--- config.mk ---
export PLATFORM = sky130hd
export DESIGN_NAME = as_dmem_back
export DESIGN_NICKNAME = d
export VERILOG_FILES = /design/src/rtl/as_dmem_back.sv
export SDC_FILE = /design/constraint.sdc
export NUM_CORES = 1
export LEC_CHECK = 0
export BUFFER_PORTS_ARGS = -buffer_cell sky130_fd_sc_hd__clkbuf_2
export CAP_MARGIN = 5
export CORE_AREA = 2 2 112 114
export CTS_CLUSTER_DIAMETER = 60
export DETAILED_ROUTE_END_ITERATION = 6
export DIE_AREA = 0 0 114 116
export MAX_ROUTING_LAYER = met4
export PLACE_DENSITY_LB_ADDON = 0.25
export SLEW_MARGIN = 20
export SYNTH_ARGS = -nofsm -noshare
export SYNTH_HDL_FRONTEND = slang
export SYNTH_SLANG_ARGS = --single-unit
--- constraint.sdc ---
create_clock -name clk_i -period 3.3 [get_ports clk_i]
set_input_delay 0.33 -clock clk_i [delete_from_list [all_inputs] [get_ports clk_i]]
set_output_delay 0.33 -clock clk_i [all_outputs]
set_load 0.01 [all_outputs]
--- src/rtl/as_dmem_back.sv ---
// as_dmem_back: load-side back end of the data memory path.
// Tracks each load through the RAM read latency, then extracts and extends
// the addressed byte/half/word/double into a registered writeback result.

package as_pack;
  localparam int reg_width       = 64;
  localparam int dmem_addr_width = 16;
endpackage

module as_dmem_back
  import as_pack::*;
#(
  parameter int unsigned RD_LAT = 1
) (
  input  logic                       clk_i,
  input  logic                       rst_i,
  input  logic                       req_valid_i,
  input  logic [dmem_addr_width-1:0] addr_i,
  input  logic [2:0]                 func3_i,
  input  logic [4:0]                 rd_addr_i,
  input  logic                       flush_i,
  input  logic [reg_width-1:0]       dataFromMem_i,
  output logic                       rsp_valid_o,
  output logic [reg_width-1:0]       dataToRegFile_o,
  output logic [4:0]                 rd_addr_o,
  output logic                       misalign_o,
  output logic                       busy_o
);

  typedef struct packed {
    logic       valid;
    logic [2:0] off;
    logic [2:0] func3;
    logic [4:0] rd;
    logic       mis;
  } meta_t;

  meta_t [RD_LAT-1:0] st;
  meta_t              cap;
  meta_t              last;
  logic [31:0]        lane;
  logic [reg_width-1:0] ext;
  logic               any_valid;

  // Only the byte offset within the 64-bit word matters here.
  logic unused_addr_hi;
  assign unused_addr_hi = ^addr_i[dmem_addr_width-1:3];

  // Build the stage-0 entry, including the alignment check for the load size.
  always_comb begin
    cap       = '0;
    cap.valid = req_valid_i;
    cap.off   = addr_i[2:0];
    cap.func3 = func3_i;
    cap.rd    = rd_addr_i;
    case (func3_i[1:0])
      2'b00:   cap.mis = 1'b0;
      2'b01:   cap.mis = addr_i[0];
      2'b10:   cap.mis = |addr_i[1:0];
      default: cap.mis = |addr_i[2:0];
    endcase
  end

  // Metadata pipeline aligned with the RAM read latency; flush kills valids only.
  always_ff @(posedge clk_i or posedge rst_i) begin
    if (rst_i) begin
      st <= '0;
    end else if (flush_i) begin
      for (int unsigned i = 0; i < RD_LAT; i++) begin
        st[i].valid <= 1'b0;
      end
    end else begin
      st[0] <= cap;
      for (int unsigned i = 1; i < RD_LAT; i++) begin
        st[i] <= st[i-1];
      end
    end
  end

  assign last = st[RD_LAT-1];

  // Shifting by the byte offset serves every aligned size; misaligned
  // loads are forced to zero anyway, so no per-size lane mux is needed.
  assign lane = 32'(dataFromMem_i >> {last.off, 3'b000});

  // Select the field for the load size and sign- or zero-extend it.
  always_comb begin
    ext = '0;
    case (last.func3[1:0])
      2'b00:   ext = {{56{~last.func3[2] & lane[7]}},  lane[7:0]};
      2'b01:   ext = {{48{~last.func3[2] & lane[15]}}, lane[15:0]};
      2'b10:   ext = {{32{~last.func3[2] & lane[31]}}, lane[31:0]};
      default: ext = dataFromMem_i;
    endcase
    if (last.mis) begin
      ext = '0;
    end
  end

  // Output register: result fields update only when a load returns.
  always_ff @(posedge clk_i or posedge rst_i) begin
    if (rst_i) begin
      rsp_valid_o     <= 1'b0;
      dataToRegFile_o <= '0;
      rd_addr_o       <= '0;
      misalign_o      <= 1'b0;
    end else if (flush_i) begin
      rsp_valid_o <= 1'b0;
    end else begin
      rsp_valid_o <= last.valid;
      if (last.valid) begin
        dataToRegFile_o <= ext;
        rd_addr_o       <= last.rd;
        misalign_o      <= last.mis;
      end
    end
  end

  // Busy while any stage or the output holds a live load.
  always_comb begin
    any_valid = 1'b0;
    for (int unsigned i = 0; i < RD_LAT; i++) begin
      any_valid = any_valid | st[i].valid;
    end
  end

  assign busy_o = any_valid | rsp_valid_o;

endmodule

==> results of run 1 <==
[path summary, 6_finish.rpt]
path                        startpoint                   to  slack, ns
min                              rst_i  dataToRegFile_o[42]       0.16
max reg2reg                   last[11]  dataToRegFile_o[57]       0.64
min in group clk_i         req_valid_i            any_valid       0.19
max in group asynchronous        rst_i              last[9]       2.36
min reg2reg                    last[5]         rd_addr_o[4]       0.47
max                           last[11]  dataToRegFile_o[57]       0.64
[worst max-delay path, delay by kind of cell (launching register included)]
| kind | cells | cell delay (ns) |
|---|---|---|
| AO/OA/AOI/OAI | 4 | 1.08 |
| AND/OR/NAND/NOR | 1 | 0.32 |
| flip-flops | 1 | 0.49 |
| buffers and inverters | 2 | 0.63 |
[registers in the layout, indices dropped and copies added, names as in the netlist]
signal           flops
rd_addr_o            5
any_valid            1
rsp_valid_o          1
last                12
dataToRegFile_o     64
misalign_o           1
[per-stage QoR]
| stage | instances | cell area (um^2) | power (uW) | setup WS (ns) | utilization (%) |
|---|---|---|---|---|---|
| 3_5_place_dp | 788 | 6120 | 2400 | 0.676 | 51.3 |
| 4_1_cts | 804 | 6400 | 3380 | 0.683 | 53.7 |
| 6_report | 804 | 6400 | 3340 | 0.642 | 53.7 |
| 2_1_floorplan | 530 | 5330 | 2000 | 0.805 | - |
| 3_3_place_gp | 788 | 6120 | 2370 | 0.778 | 51.3 |
| 5_1_grt | 804 | 6400 | 3530 | 0.473 | 53.7 |
[logic make-up (layout without fill, tap and decap cells)]
group                  after synthesis  in the layout
and+or+nand+nor                    158            158
AOI/OAI and AO/OA                  149            149
buffers and inverters               55            182
DFF                                 84             84
muxes                               84             84
[layer usage]
| layer | global-route usage (%) | vias to the layer above |
|---|---|---|
| li1 | - | 2203 |
| met2 | 41.6 | 161 |
| met1 | 32.7 | 2409 |
| met5 | - | - |
| met4 | 10.7 | 0 |
| met3 | 3.56 | 32 |
[cell usage after synthesis, types with 3 or more instances]
library cell / n / share of area (%)
sky130_fd_sc_hd__buf_6: 4 / 0.85
sky130_fd_sc_hd__nor2b_1: 11 / 1.3
sky130_fd_sc_hd__buf_2: 15 / 1.4
sky130_fd_sc_hd__nand2b_1: 4 / 0.47
sky130_fd_sc_hd__and4_1: 8 / 1.3
sky130_fd_sc_hd__mux4_2: 15 / 6.3
sky130_fd_sc_hd__mux2_2: 13 / 2.7
sky130_fd_sc_hd__dfrtp_1: 84 / 39
sky130_fd_sc_hd__mux2_1: 3 / 0.63
sky130_fd_sc_hd__or2_2: 34 / 4.0
sky130_fd_sc_hd__clkbuf_1: 25 / 1.8
sky130_fd_sc_hd__o21ai_0: 44 / 4.1
sky130_fd_sc_hd__a2bb2oi_1: 7 / 1.2
sky130_fd_sc_hd__buf_1: 3 / 0.21
sky130_fd_sc_hd__nor2_1: 37 / 2.6
sky130_fd_sc_hd__a31oi_1: 8 / 0.94
sky130_fd_sc_hd__mux2i_1: 53 / 10
sky130_fd_sc_hd__o22ai_1: 9 / 1.1
sky130_fd_sc_hd__a211o_1: 14 / 2.3
sky130_fd_sc_hd__o21ai_1: 4 / 0.38
sky130_fd_sc_hd__nand4_1: 8 / 0.94
sky130_fd_sc_hd__a21o_1: 9 / 1.3
sky130_fd_sc_hd__buf_4: 6 / 0.85
sky130_fd_sc_hd__a22o_1: 40 / 6.6
sky130_fd_sc_hd__a32oi_1: 7 / 1.2
sky130_fd_sc_hd__nand2_1: 49 / 3.5
[layout make-up]
cell class,count,area [um^2]
clock buffers,9,225
clock inverters,7,57.6
fillers,1144,5510
inverters,2,8.76
multi-input cells,391,2950
flip-flops and latches,84,2100
well taps,147,184
repair buffers,164,868
[power breakdown]
part	switching (uW)	internal, uW
Clock	443	518
Sequential	129	1210
Combinational	544	487
Total	1120	2220
==> impl_summary.txt, run 1 <==
----------------------------------------------------
[Floorplan]
  Die Area ... 13200 um^2
  Core Area ... about 12000 um^2
  I/O pin cnt ... 164
  Initial cell density of the core ... 44.7%
  Row cnt ... 40
  Die span in y ... about 120 um
  Die X ... around 110 um

[Worst setup path]
  Cell Chain, Critical Path ... buf_4 -> or2_2 -> o22ai_2 -> o21ai_2 -> a41oi_4 -> buf_4 -> a22o_1
  Startpoint type of the worst setup path ... flop
  Largest fanout on the critical path ... 32
  Nature of the critical path endpoint ... flop
  CP arrival ... 2.89 ns
  Stage delay of the slowest cell on the critical path ... 0.55 ns
  R2R cell count ... 7
  WP data required ... around 3.5 ns
  Cell with the largest stage delay on the worst path ... sky130_fd_sc_hd__o21ai_2
  Kind of critical path ... flop to flop
  Most used cell, CP ... sky130_fd_sc_hd__buf_4

[Synth]
  Largest family of logic cells by synthesized area ... compound AO/OA/AOI/OAI gates
  Seq/Total Area, Yosys ... 39.5%
  Post-Syn Area ... 5330 um^2
  Syn Inst Count ... 530
  Yosys warning total ... 0
  Dominant register cell in the synthesized netlist ... sky130_fd_sc_hd__dfrtp_1
  EDFF count, synth ... 0
  Number of distinct library cells after synthesis ... 42
  Share of synthesized area spent on multiplexers ... about a fifth
  Fraction of synthesized cell area in xor and xnor cells ... 0%
  Async set or reset register ratio after synthesis ... 100%
  Mean post-synth cell area ... 10.0 um^2
  Number of register bits inferred by synthesis ... 84
  Share of the synthesized area in compound gates (AO/OA/AOI/OAI) ... roughly 20%
  Post-synthesis simple-gate area fraction ... 15.2%
  Synth Net Count ... 622
  Adder-cell share of the synthesized area ... 0%

[Routing]
  Top layer in use ... met4
  DRC violations left ... 0
  Detailed router's first-iteration violation count ... between 400 and 500
  Post-DR vias/cell ... 5.98
  WL met1 ... 6.87 mm
  Number of iterations in the first detailed-routing pass ... 6
  Antenna viol nets, final ... 0
  Detail Route met3 WL ... 712 um
  Met2 layer wire length in the routed design ... 8.27 mm
  WL per Instance ... 20.2 um
  Wire length after detailed routing ... 16.2 mm
  Vias after detailed routing ... 4805

[Clocking]
  Clock buffer depth ... 2
  Root buffer selected by CTS ... sky130_fd_sc_hd__clkbuf_16
  Clock-pin slew on the worst setup and hold paths ... 0.07 ns
  Clock latency reported for the late side of the worst-skew pair ... 0.35 ns
  Number of clock buffers inserted by TritonCTS ... 9
  Post-CTS setup repair buffer count ... 0
  Resized cells post-CTS ... 0
  TritonCTS clock tree ... built
  Htree depth ... 3
  CTS Hold Bufs ... 0
  Clock sink total ... 84

[Layout]
  Commonest non-fill, non-tap cell in the layout ... sky130_fd_sc_hd__clkbuf_2
  Layout net count ... around 740
  Inserted Diodes ... 0
  Area delta synth->final ... 20.2%
  Layout cells sized above 1 ... a little under two fifths
  Top library cells by usage in the layout, fill and taps aside ... 150 x sky130_fd_sc_hd__clkbuf_2, 82 x sky130_fd_sc_hd__dfrtp_1, 53 x sky130_fd_sc_hd__mux2i_1, 48 x sky130_fd_sc_hd__nand2_1, 44 x sky130_fd_sc_hd__o21ai_0

[Flow run]
  Number of max-capacitance violations reported ... 0

[Global routing]
  Via count of the first global-routing pass ... about 4.7k
  Largest net degree at the start of global routing ... 71
  Grt ovf ... 0
  Global router's overall resource usage ... 25.7%
  Wire length of the first global-routing pass ... 25.1 mm
  Antenna violations before repair ... 0

[STA]
  Total Neg Setup Slack ... 0 ns
  Worst hold slack across all endpoints ... 0.158 ns
  Endpoints failing hold ... 0
  Setup repair after global routing missed its margin ... no
  Crit path time final ... 2.66 ns
  Worst slew pin tran ... 0.979 ns
  Final number of setup-violating endpoints ... 0
  Worst slew slack as a fraction of its limit ... 34.6%
  Setup skew after layout ... 0.00714 ns
  Highest achievable clock rate ... roughly 380 MHz
  Share of the cycle needed by the critical path after routing ... around four fifths
  Final Max Slew Viols ... 0

[Hold path]
  Class of the tightest hold or removal check ... primary input to asynchronous set/reset pin

[Status]
  Run status ... finished clean

[Power]
  Largest vdd supply drop ... about 0.27 mV
  Power per Cell Area ... around 520 nW/um^2
  Static power due to leakage ... 0.00315 uW

[Place]
  Port buffer count ... 150
  HPWL Detailed ... 11.6 mm
  Gp weighted congestion ... 0.924

----------------------------------------------------
No activity file was read; power rests on OpenSTA's default activity.
==> run 2, diff against run 1 <==
- clock period: 3.3 -> 2.6 ns (I/O delays scaled with it)
==> run 2 against run 1 <==
The run now ends with hold timing left; register-to-register slack got worse by 0.35 ns; total power increased by 29%; maximum frequency grew 15%; routed wire length rose by 0.38%; flip-flop and latch count unchanged.
==> impl_summary.txt, run 2 (synthesis gave the netlist of run 1 again) <==
----------------------------------------------------
[Place]
  Port buffer count ... 150 (unchanged)
  HPWL Detailed ... 12.0 mm (+3.4%)
  Gp weighted congestion ... 0.888 (-4.0%)
  Post-placement setup slack ... 0.312 ns (-0.364 ns)

[Routing]
  Post-DR vias/cell ... 5.82 (-2.7%)
  WL per Instance ... 20.0 um (-0.74%)
  Number of iterations in the first detailed-routing pass ... 5 (-1)
  Antenna viol nets, final ... 0 (unchanged)
  Wire length after detailed routing ... 16.3 mm (+0.38%)
  Detailed router's first-iteration violation count ... 313 (-27%)
  DRC violations left ... 0 (unchanged)
  Vias after detailed routing ... 4729 (-1.6%)

[Floorplan]
  Die span in y ... 116 um (unchanged)
  Die Area ... 13200 um^2 (unchanged)
  Initial cell density of the core ... 44.7% (unchanged)
  Core Area ... 11900 um^2 (unchanged)
  Die X ... 114 um (unchanged)
  I/O pin cnt ... 164 (unchanged)
  Row cnt ... 40 (unchanged)

[STA]
  Highest achievable clock rate ... 433 MHz (+15%)
  Total Neg Setup Slack ... 0 ns (unchanged)
  Worst slew pin tran ... 0.749 ns (-0.230 ns)
  Endpoints failing hold ... 5 (+5)
  Final worst setup slack ... 0.289 ns (-0.353 ns)
  Setup skew after layout ... 0.00433 ns (-0.00281 ns)
  Setup repair after global routing missed its margin ... no
  Crit path time final ... 2.31 ns (-0.347 ns)
  Share of the cycle needed by the critical path after routing ... 88.9% (+8.3 points)
  Worst slew slack as a fraction of its limit ... 50.0% (+15 points)
  Final number of setup-violating endpoints ... 0 (unchanged)
  Worst hold slack across all endpoints ... -0.00864 ns (-0.167 ns)
  Final Max Slew Viols ... 0 (unchanged)

[Layout]
  Area delta synth->final ... 22.0%
  Inserted Diodes ... 0 (unchanged)
  Area of the multi-input gates ... 2950 um^2 (unchanged)
  Fill count ... 1134 (-0.87%)
  Flip-flop and latch area ... 2100 um^2 (unchanged)
  Commonest non-fill, non-tap cell in the layout ... sky130_fd_sc_hd__clkbuf_2
  Top library cells by usage in the layout, fill and taps aside ... 150 x sky130_fd_sc_hd__clkbuf_2, 82 x sky130_fd_sc_hd__dfrtp_1, 53 x sky130_fd_sc_hd__mux2i_1, 48 x sky130_fd_sc_hd__nand2_1, 44 x sky130_fd_sc_hd__o21ai_0
  Layout net count ... 753 (+1.2%)
  Flip-flop count of the largest register after layout ... 64 (unchanged)
  Register name with the most flops ... dataToRegFile_o
  Layout cells sized above 1 ... 39.0% (+0.84 points)

[Worst setup path]
  Startpoint type of the worst setup path ... flop
  Kind of critical path ... flop to flop
  WP data required ... 2.88 ns (-0.65 ns)
  R2R cell count ... 6 (-1)
  CP arrival ... 2.59 ns (-0.30 ns)
  Nature of the critical path endpoint ... flop
  Launching point of the worst reg2reg path ... last[11]
  Source of the critical timing path ... last[11]
  Largest fanout on the critical path ... 32 (unchanged)

[Hold path]
  Class of the tightest hold or removal check ... primary input to asynchronous set/reset pin

[Power]
  Static power due to leakage ... 0.00321 uW (+2.0%)
  Largest vdd supply drop ... 0.356 mV (+32%)
  Power per Cell Area ... 662 nW/um^2 (+27%)

[Clocking]
  Clock-pin slew on the worst setup and hold paths ... 0.07 ns (about the same)
  Htree depth ... 3 (unchanged)
  CTS Hold Bufs ... 0 (unchanged)
  Clock buffer depth ... 2 (unchanged)
  Post-CTS setup repair buffer count ... 0 (unchanged)
  Clock sink total ... 84 (unchanged)
  TritonCTS clock tree ... built
  Root buffer selected by CTS ... sky130_fd_sc_hd__clkbuf_16
  Clock latency reported for the late side of the worst-skew pair ... 0.35 ns (about the same)
  Number of clock buffers inserted by TritonCTS ... 9 (unchanged)
  Resized cells post-CTS ... 0 (unchanged)

[Status]
  Run status ... finished, violations left
  Violations in the final reports ... hold timing

[Global routing]
  Global router's overall resource usage ... 26.1% (+0.35 points)
  Antenna violations before repair ... 0 (unchanged)
  Largest net degree at the start of global routing ... 55 (-23%)
  Wire length of the first global-routing pass ... 25.6 mm (+1.9%)
  Via count of the first global-routing pass ... 4766 (+2.4%)
  Grt ovf ... 0 (unchanged)

[Flow run]
  Number of max-capacitance violations reported ... 0 (unchanged)

----------------------------------------------------
==> run 2: metal layers <==
layer / global-route usage (%) / part of all wire [%]
met1: 32.6 / 41
met2: 42.9 / 51
met3: 4.29 / 5.2
met4: 9.43 / 2.3
met5: - / 0
==> run 2: final timing paths <==
| check | to | slack [ns] |
|---|---|---|
| worst max-delay path | dataToRegFile_o[43] | 0.29 |
| worst min-delay path | dataToRegFile_o[35] | -0.009 |
| worst max register to register | dataToRegFile_o[43] | 0.29 |
| worst min register to register | rd_addr_o[4] | 0.46 |
| max in group asynchronous | dataToRegFile_o[14] | 1.90 |
| min in group clk_i | any_valid | 0.12 |
==> run 2: critical path: stages, from the launching register on <==
cell                       delay, ns
sky130_fd_sc_hd__dfrtp_1        0.60
sky130_fd_sc_hd__nor4bb_1       0.43
sky130_fd_sc_hd__nand2_1        0.11
sky130_fd_sc_hd__a311o_1        0.32
sky130_fd_sc_hd__a41oi_4        0.21
sky130_fd_sc_hd__buf_4          0.35
sky130_fd_sc_hd__a22o_1         0.20
==> run 2: area by class of cell <==
type | count | area share [%]
multi-input combinational | 391 | 45.4
sequential | 84 | 32.4
timing repair buffer | 173 | 14.8
clock buffer | 9 | 3.47
tap | 147 | 2.83
clock inverter | 7 | 1.00
inverter | 2 | 0.135
==> run 2: metrics by stage <==
stage          total power, uW  hold slack, ns  cell area [um^2]  util (%)  instances
3_3_place_gp              3040           0.382              6210      52.1        797
5_1_grt                   4540          0.0609              6500      54.6        813
3_5_place_dp              3070           0.389              6210      52.1        797
2_1_floorplan             2540           0.398              5330         -        530
4_1_cts                   4350          0.0177              6500      54.6        813
6_report                  4300        -0.00864              6500      54.6        813
==> run 2: where the power goes <==
group | total, uW | switching [uW] | internal, uW
Combinational | 1340 | 702 | 640
Clock | 1260 | 590 | 673
Sequential | 1700 | 160 | 1540
Total | 4300 | 1450 | 2850
==> run 3, diff against run 2 <==
- ABC_AREA: unset -> 1
- CORE_AREA: 2 2 112 114 -> 2 2 114 116
- DIE_AREA: 0 0 114 116 -> 0 0 116 118
==> run 3 against run 2 <==
The run now ends clean; register-to-register slack improved by 0.13 ns; maximum frequency rose by 5.9%; total power rose by 1.0%; critical path type unchanged; critical endpoint is now dataToRegFile_o[32].
==> impl_summary.txt, run 3 <==
----------------------------------------------------
[Layout]
  Flip-flop count of the largest register after layout ... 64 (unchanged)
  Layout cells sized above 1 ... 20.0% (-19 points)
  Layout net count ... 1079 (+43%)
  Inserted Diodes ... 0 (unchanged)
  Flip-flop and latch area ... 2100 um^2 (about the same)
  Area of the multi-input gates ... 2910 um^2 (-1.3%)
  Top library cells by usage in the layout, fill and taps aside ... 378 x sky130_fd_sc_hd__nand2_1, 150 x sky130_fd_sc_hd__clkbuf_2, 101 x sky130_fd_sc_hd__nor2_1, 98 x sky130_fd_sc_hd__nand3_1, 83 x sky130_fd_sc_hd__dfrtp_1
  Finished Cell Area ... 6600 um^2 (+1.6%)
  Fill count ... 1358 (+20%)
  Commonest non-fill, non-tap cell in the layout ... sky130_fd_sc_hd__nand2_1
  Area delta synth->final ... 20.5%
  Register name with the most flops ... dataToRegFile_o

[Floorplan]
  I/O pin cnt ... 164 (unchanged)
  Initial cell density of the core ... 44.1% (-0.58 points)
  Die span in y ... 118 um (+1.7%)
  Die Area ... 13700 um^2 (+3.5%)
  Core Area ... 12400 um^2 (+4.2%)
  Die X ... 116 um (+1.8%)
  Row cnt ... 41 (+2.5%)

[Synth]
  Cell types occupying the most area after synthesis ... sky130_fd_sc_hd__dfrtp_1 38%, sky130_fd_sc_hd__nand2_1 26%, sky130_fd_sc_hd__nand3_1 9.0%, sky130_fd_sc_hd__nor2_1 6.9%, sky130_fd_sc_hd__o21ai_0 3.7%
  Mean post-synth cell area ... 6.33 um^2 (-37%)
  Cell types with the highest counts after synthesis ... 378 x sky130_fd_sc_hd__nand2_1, 101 x sky130_fd_sc_hd__nor2_1, 98 x sky130_fd_sc_hd__nand3_1
  Most area-hungry cell type in the Yosys netlist ... sky130_fd_sc_hd__dfrtp_1
  Top cell type's share of synthesized area ... 38.4% (-1.1 points)
  Async set or reset register ratio after synthesis ... 100% (unchanged)
  Number of distinct library cells after synthesis ... 23 (-45%)
  Seq/Total Area, Yosys ... 38.4% (-1.1 points)
  Yosys warning total ... 0 (unchanged)
  Post-Syn Area ... 5480 um^2 (+2.9%)
  Dominant register cell in the synthesized netlist ... sky130_fd_sc_hd__dfrtp_1
  Syn Inst Count ... 866 (+63%)
  EDFF count, synth ... 0 (unchanged)
  Number of register bits inferred by synthesis ... 84 (unchanged)
  Cell with the most instances after synthesis ... sky130_fd_sc_hd__nand2_1
  Synth Net Count ... 958 (+54%)

[Routing]
  WL per Instance ... 15.0 um (-25%)
  Post-DR vias/cell ... 5.06 (-13%)
  Wire length after detailed routing ... 17.5 mm (+7.4%)
  DRC violations left ... 0 (unchanged)
  Antenna viol nets, final ... 0 (unchanged)
  Number of iterations in the first detailed-routing pass ... 5 (unchanged)
  Vias after detailed routing ... 5895 (+25%)
  Detailed router's first-iteration violation count ... 589 (+88%)

[Worst setup path]
  CP Buf/Inv Count ... 2 (+1)
  Cell Chain, Critical Path ... inv_2 -> nand2_2 -> inv_2 -> nand3_1 -> nand2_1 -> nand3_1 -> nand3_4 -> nand2_1 -> nand2_1
  Stage delay of the slowest cell on the critical path ... 0.42 ns (-0.18 ns)
  Source of the critical timing path ... last[10]
  R2R cell count ... 9 (+3)
  Worst path top cell family by delay ... simple AND/OR/NAND/NOR gates
  Kind of critical path ... flop to flop
  Startpoint type of the worst setup path ... flop
  Cell with the largest stage delay on the worst path ... sky130_fd_sc_hd__dfrtp_1
  Worst flop-to-flop path endpoint ... dataToRegFile_o[32]
  Most used cell, CP ... sky130_fd_sc_hd__nand2_1
  FF-to-FF setup slack ... 0.42 ns (+0.13 ns)
  Launching point of the worst reg2reg path ... last[10]
  CP arrival ... 2.47 ns (-0.12 ns)
  Nature of the critical path endpoint ... flop
  Largest fanout on the critical path ... 32 (unchanged)
  WP data required ... 2.89 ns (about the same)

[Hold path]
  Hold_sp ... req_valid_i
  Hold Path Depth ... 3
  Class of the tightest hold or removal check ... primary input to flop
  Worst Hold End ... any_valid

[Global routing]
  Antenna violations before repair ... 0 (unchanged)
  Wire length of the first global-routing pass ... 28.4 mm (+11%)
  Global router's overall resource usage ... 27.2% (+1.1 points)
  Grt ovf ... 0 (unchanged)
  Largest net degree at the start of global routing ... 74 (+35%)
  Via count of the first global-routing pass ... 5557 (+17%)

[Power]
  Static power due to leakage ... 0.00391 uW (+22%)
  Largest vdd supply drop ... 0.437 mV (+23%)
  Power per Cell Area ... 659 nW/um^2 (-0.53%)

[Clocking]
  Clock-pin slew on the worst setup and hold paths ... 0.07 ns (about the same)
  Clock latency reported for the late side of the worst-skew pair ... 0.36 ns (about the same)
  Number of clock buffers inserted by TritonCTS ... 9 (unchanged)
  TritonCTS clock tree ... built
  Clock buffer depth ... 2 (unchanged)
  Root buffer selected by CTS ... sky130_fd_sc_hd__clkbuf_16
  Clock sink total ... 84 (unchanged)
  Post-CTS setup repair buffer count ... 0 (unchanged)
  Htree depth ... 3 (unchanged)

[STA]
  Share of the cycle needed by the critical path after routing ... 83.9% (-5.0 points)
  Endpoints failing hold ... 0 (-5)
  Worst slew pin tran ... 0.822 ns (+0.0730 ns)
  Final number of setup-violating endpoints ... 0 (unchanged)
  Worst slew slack as a fraction of its limit ... 45.1% (-4.9 points)
  Highest achievable clock rate ... 458 MHz (+5.9%)
  Setup skew after layout ... 0.0104 ns (+0.00603 ns)
  Crit path time final ... 2.18 ns (-0.129 ns)
  Final Max Slew Viols ... 0 (unchanged)
  Setup repair after global routing missed its margin ... no
  Total Neg Setup Slack ... 0 ns (unchanged)

[Status]
  Run status ... finished clean

[Place]
  HPWL Detailed ... 12.7 mm (+6.1%)
  Port buffer count ... 150 (unchanged)
  Gp weighted congestion ... 0.980 (+10%)
  Placement Cell Area ... 6270 um^2 (+0.95%)

[Flow run]
  Number of max-capacitance violations reported ... 0 (unchanged)

----------------------------------------------------
run 3: metrics by stage:
| step | cells | worst slack (ns) | hold slack [ns] | total power (uW) | utilization [%] |
|---|---|---|---|---|---|
| global route | 1164 | 0.190 | 0.103 | 4620 | 53.2 |
| CTS | 1164 | 0.419 | 0.0885 | 4380 | 53.2 |
| global placement | 1147 | 0.512 | 0.335 | 2950 | 50.5 |
| detailed placement | 1147 | 0.439 | 0.346 | 2970 | 50.5 |
| floorplan | 866 | 0.175 | 0.329 | 2500 | - |
| finish | 1164 | 0.418 | 0.0956 | 4350 | 53.2 |
run 3: worst max-delay path by stage:
stage	to	cells after the start
after floorplan	any_valid	1
after global placement	dataToRegFile_o[32]	9
after detailed placement	dataToRegFile_o[54]	9
after CTS	dataToRegFile_o[32]	9
after global routing	dataToRegFile_o[32]	9
final	dataToRegFile_o[32]	9
run 3: cells by family (layout without fill, tap and decap cells):
family | after synthesis | in the layout | synth area share, %
flops | 84 | 84 | 38.4
simple gates | 588 | 588 | 43.6
compound gates | 96 | 96 | 9.59
buf+inv | 98 | 224 | 8.47
run 3: worst register-to-register path: cells and delay by family (launching register included):
kind          cells  cell delay [ns]
simple gates      7             1.11
flops             1             0.42
buf+inv           2             0.60
run 3: final cells by class:
cell class	count	share of cell area (%)
Clock buffer	9	3.41
Clock inverter	7	1.50
Inverter	42	2.45
Tap cell	172	3.26
Sequential cell	84	31.9
Multi-Input combinational cell	684	44.1
Timing Repair Buffer	166	13.4
run 3: repair_timing:
item                                   4_1_cts  5_1_grt
endpoints found under the hold margin       32        0
hold buffers                                 1        0
gates resized for setup                      0        0
run 3: power by group:
group | internal (uW) | switching, uW
combinational | 465 | 822
sequential | 1530 | 130
clock | 847 | 557
total | 2840 | 1510
run 3: routing by layer:
| layer | part of all wire (%) | GRT usage, % | vias up |
|---|---|---|---|
| met1 | 44 | 36.7 | 2680 |
| met3 | 6.6 | 4.48 | 26 |
| met5 | 0 | - | - |
| met4 | 1.9 | 8.04 | 0 |
| li1 | - | - | 2978 |
| met2 | 47 | 41.9 | 211 |
